==> src/rtl/seg_scan.sv <==
// Time-multiplexed scan driver for an 8-digit seven-segment display.
// Selects one digit per slot and snapshots display data once per frame.
module seg_scan #(
  parameter int unsigned SCAN_DIV   = 100000,
  parameter int unsigned NUM_DIGITS = 8
) (
  input  logic        clk,
  input  logic        rst,
  input  logic        en,
  input  logic [31:0] data,
  input  logic [7:0]  dp_in,
  input  logic [7:0]  blank,
  output logic [7:0]  digit_en,
  output logic [3:0]  hex_out,
  output logic        dp_out,
  output logic        frame_done
);

  localparam int unsigned      CNT_W    = $clog2(SCAN_DIV);
  localparam logic [CNT_W-1:0] CNT_MAX  = CNT_W'(SCAN_DIV - 1);
  localparam logic [2:0]       LAST_IDX = 3'(NUM_DIGITS - 1);

  logic [CNT_W-1:0] cnt;
  logic [2:0]       idx;
  logic [31:0]      shadow_data;
  logic [7:0]       shadow_dp;
  logic [7:0]       shadow_blank;
  logic [7:0]       slot_mask;

  logic        tick;
  logic        wrap;
  logic [2:0]  idx_next;
  logic [31:0] src_data;
  logic [7:0]  src_dp;
  logic [7:0]  src_blank;
  logic [7:0]  mask_next;

  // On a frame wrap the digit-0 slot reads the live inputs, which are being
  // latched into the shadow registers on that same edge.
  always_comb begin
    tick      = (cnt == CNT_MAX);
    wrap      = tick && (idx == LAST_IDX);
    idx_next  = wrap ? 3'd0 : idx + 3'd1;
    src_data  = wrap ? data  : shadow_data;
    src_dp    = wrap ? dp_in : shadow_dp;
    src_blank = wrap ? blank : shadow_blank;
    mask_next = src_blank[idx_next] ? 8'h00 : (8'h01 << idx_next);
  end

  always_ff @(posedge clk) begin
    if (rst) begin
      cnt          <= '0;
      idx          <= LAST_IDX;
      shadow_data  <= 32'h0;
      shadow_dp    <= 8'h00;
      shadow_blank <= 8'h00;
      slot_mask    <= 8'h00;
      digit_en     <= 8'h00;
      hex_out      <= 4'h0;
      dp_out       <= 1'b0;
      frame_done   <= 1'b0;
    end else begin
      cnt        <= tick ? '0 : cnt + CNT_W'(1);
      frame_done <= wrap;
      if (tick) begin
        idx       <= idx_next;
        slot_mask <= mask_next;
        hex_out   <= src_data[{idx_next, 2'b00} +: 4];
        dp_out    <= src_dp[idx_next];
      end
      if (wrap) begin
        shadow_data  <= data;
        shadow_dp    <= dp_in;
        shadow_blank <= blank;
      end
      // en gates every cycle; slot_mask remembers the ungated selection.
      digit_en <= en ? (tick ? mask_next : slot_mask) : 8'h00;
    end
  end

endmodule
==> config.mk <==
export PLATFORM = sky130hd
export DESIGN_NAME = seg_scan
export DESIGN_NICKNAME = d
export VERILOG_FILES = /design/src/rtl/seg_scan.sv
export SDC_FILE = /design/constraint.sdc
export NUM_CORES = 1
export LEC_CHECK = 0
export ABC_AREA = 1
export BUFFER_PORTS_ARGS = -buffer_cell sky130_fd_sc_hd__buf_2
export CAP_MARGIN = 20
export CORE_ASPECT_RATIO = 1.1
export CORE_MARGIN = 2
export CORE_UTILIZATION = 45
export CTS_CLUSTER_DIAMETER = 50
export DETAILED_ROUTE_END_ITERATION = 12
export HOLD_SLACK_MARGIN = 0.02
export PLACE_DENSITY = 0.72
export SLEW_MARGIN = 30
export SYNTH_ARGS = -nofsm -noshare
export SYNTH_HDL_FRONTEND = slang
export SYNTH_SLANG_ARGS = --single-unit
==> constraint.sdc <==
create_clock -name clk -period 2.1 [get_ports clk]
set_input_delay 0.105 -clock clk [delete_from_list [all_inputs] [get_ports clk]]
set_output_delay 0.105 -clock clk [all_outputs]
set_load 0.02 [all_outputs]
==> reports/summary.txt <==
Worst slew pin tran = 445 ps
Pin count of the biggest net entering global routing = 32
CTS tree = yes
Register share of total power = 56.5%
Worst-path maximum fanout = 9
CTS Buffer Depth = 2
DRT antenna net count = 0
Reg-to-reg setup timing slack = 30 ps
Core ar. = 8870 sq um
RSZ-0062 raised after global routing = yes
Skew-Pair Late Insertion Delay = 360 ps
VDD IR max = 0.638 mV
Clk_skew = 5.98 ps
Worst path cell trace = ha_4 -> nand2_2 -> inv_2 -> nand2_4 -> nor2_4 -> nand3_4 -> buf_6 -> clkbuf_16 -> nand2_1 -> nand3_1 -> nand3_1 -> nand3_1 -> nand3_2 -> nand2_1
DRT iter0 DRCs = 176
CP arrival = 2330 ps
Root Buffer = clkbuf_8
Hold depth = 3
Layout cells sized above 1 = 22.4%
Vias in the first global route = 3,692
Sequential element share of the synthesized area = 44.0%
Final setup viols = 0
Crit-path max cell delay = 370 ps
Slew Limit Fails = 0
Fill cells = 800
Clk pwr share = 39.1%
Status = finished clean
Avg Inst Size Synth = 7.01 sq um
Nets = 746
Final WL = 10.7 mm
Sink Count = 90
P_sw = 0.680 mW
H-tree levels = 3
Reg2reg start = cnt[1]
Worst EP required = 2370 ps
Reg-to-Reg End = dp_out
WS Path Type = reg -> reg
Synth Instances = 585
Sw Ratio = 22.4%
Worst Hold Endpoint = shadow_data[6]
Number of synthesized flops with an enable pin = 0
Via/cell ratio = 5.07
CP endpoint kind = register
Max-cap violations = 0
Slowest library cell on the worst path = dfxtp_2
Main synth FF type = dfxtp_1
Synth Cell Area = 4100 sq um
Tmin final = 2070 ps
Die ar. = 9890 sq um
Most common cell on crit path = nand3_1
Commonest non-fill, non-tap cell in the layout = nand2_1
Post-route DRC violation count = 0
Fin Setup TNS = 0 ps
Worst Setup Start Kind = register
IO Port Bufs = 64
Syn_nets = 642
Post-Layout Cell Count = 807
Die Span Y = 104 um
Clock transition at the registers of the reported paths = 80 ps
HP Start = data[6]
Ant diodes = 0
Area grow syn2layout = 29.0%
Antenna violations before repair = 0
Total track usage = 21.4%
Row count = 36
Ys Warns = 0
Max Fclk = 484 MHz
Drt pass-1 iters = 5
Reg2Reg Depth = 14
PD cells = 574 nW/um^2
Min-Delay Path Class = in -> reg
Total number of vias = 4,092
Grt ovf = 0
Internal = 2.36 mW
Combinational power share = 4.4%
First-pass GRT wire length = 16.8 mm
Placed Cells incl. Taps = 752
Final Hold Viols = 0
Final GP Congestion = 0.912
Initial core utilization = 46.2%
Asr flop ratio synth = 0%
# IOs = 65
Most frequent cells in the layout = 146 x nand2_1, 87 x dfxtp_1, 68 x inv_1, 65 x nand3_1, 64 x buf_2
Drt wl/cell = 13.2 um
Period utilisation layout = 98.5%
Yosys cell types = 29
Chip width = 95 um
Leak = 2.55 nW
CTS Buf Count = 9
Rel. slew slack = 70.3%
Synth Register Bits = 90
DPL Wire Length = 7.03 mm
cells by family (layout without fill, tap and decap cells):
family / after synthesis / count (layout) / share of synthesized area [%]
compound gates: 71 / 71 / 9.71
flops: 90 / 90 / 44.0
buf+inv: 111 / 218 / 10.9
simple gates: 304 / 305 / 32.9
xor+xnor: 3 / 3 / 0.641
fa+ha+maj: 6 / 6 / 1.83
routing by layer:
layer  share of wire [%]  vias to the layer above  global-route usage [%]
met2                  48                      124                    34.9
li1                    -                     2075                       -
met4                 1.6                        0                    8.07
met1                  45                     1877                    28.0
met3                 5.3                       16                    3.91
met5                   0                        -                       0
critical path: cells and delay by family, from the launching register on:
family	cells	cell delay [ps]
buffers and inverters	3	440
and+or+nand+nor	10	1020
adders and majority gates	1	150
DFF	1	370
sequential cells by signal (all words and copies together) (netlist names):
name and flops:
idx 3, slot_mask 8, frame_done 1, shadow_dp 8, cnt 17, digit_en 8
dp_out 1, shadow_data 32, shadow_blank 8, hex_out 4
worst max path at each step:
stage / start / end / slack [ps] / depth (start not counted)
2_1_floorplan: cnt[0] / hex_out[2] / 320 / 15
3_5_place_dp: cnt[0] / digit_en[2] / -50 / 13
6_report: cnt[1] / dp_out / 30 / 14
5_1_grt: cnt[1] / dp_out / -80 / 14
4_1_cts: cnt[0] / digit_en[2] / 60 / 14
3_3_place_gp: cnt[0] / digit_en[2] / 50 / 13
layout make-up:
type	count	area [sq um]	area share (%)
multi-input cells	385	1960	37.0
flip-flops and latches	90	1810	34.1
repair buffers	120	878	16.6
inverters	83	312	5.89
well taps	114	143	2.70
clock buffers	10	138	2.60
clock inverters	5	55.1	1.04
synth_stat cells (5+ instances only):
master | count | area, sq um
inv_1 | 68 | 255
a21oi_1 | 41 | 205
clkinv_1 | 6 | 22.5
buf_2 | 10 | 50.1
nor2_1 | 47 | 176
a211oi_1 | 15 | 113
ha_1 | 6 | 75.1
inv_2 | 9 | 33.8
nand2_1 | 151 | 567
nand3_1 | 70 | 350
nand4_1 | 15 | 93.8
dfxtp_1 | 90 | 1800
nor3_1 | 5 | 25.0
clkbuf_1 | 10 | 37.5
o21ai_0 | 13 | 65.1
through the flow:
step	instance area [sq um]	util [%]	hold slack, ps	total power [mW]	setup WS, ps
after floorplan	4100	-	208	1.79	320
after global placement	4570	51.5	302	1.84	45.3
after detailed placement	4570	51.5	308	1.85	-54.6
after CTS	5050	56.9	21.6	3.04	59.8
after global routing	5290	59.6	36.5	3.13	-79.6
final	5290	59.6	30.1	3.04	31.9
power by group through the flow:
| stage | clock network, mW | registers (mW) | logic (mW) |
|---|---|---|---|
| final | 1.19 | 1.72 | 0.133 |
| after global placement | 0 | 1.75 | 0.0923 |
| after CTS | 1.20 | 1.71 | 0.126 |
| after floorplan | 0 | 1.75 | 0.0346 |
| after global routing | 1.26 | 1.72 | 0.146 |
| after detailed placement | 0 | 1.75 | 0.0939 |
what timing repair did:
action                                  in CTS  in global routing
endpoints found under the setup margin       8                 22
hold buffers                                23                  0
buffers inserted                             5                  9
gates resized for setup                      1                 29
pin swaps                                    3                  6
hold endpoints to repair                    23                  0
cloned                                       1                  2
(Power assumes the default switching activity.)
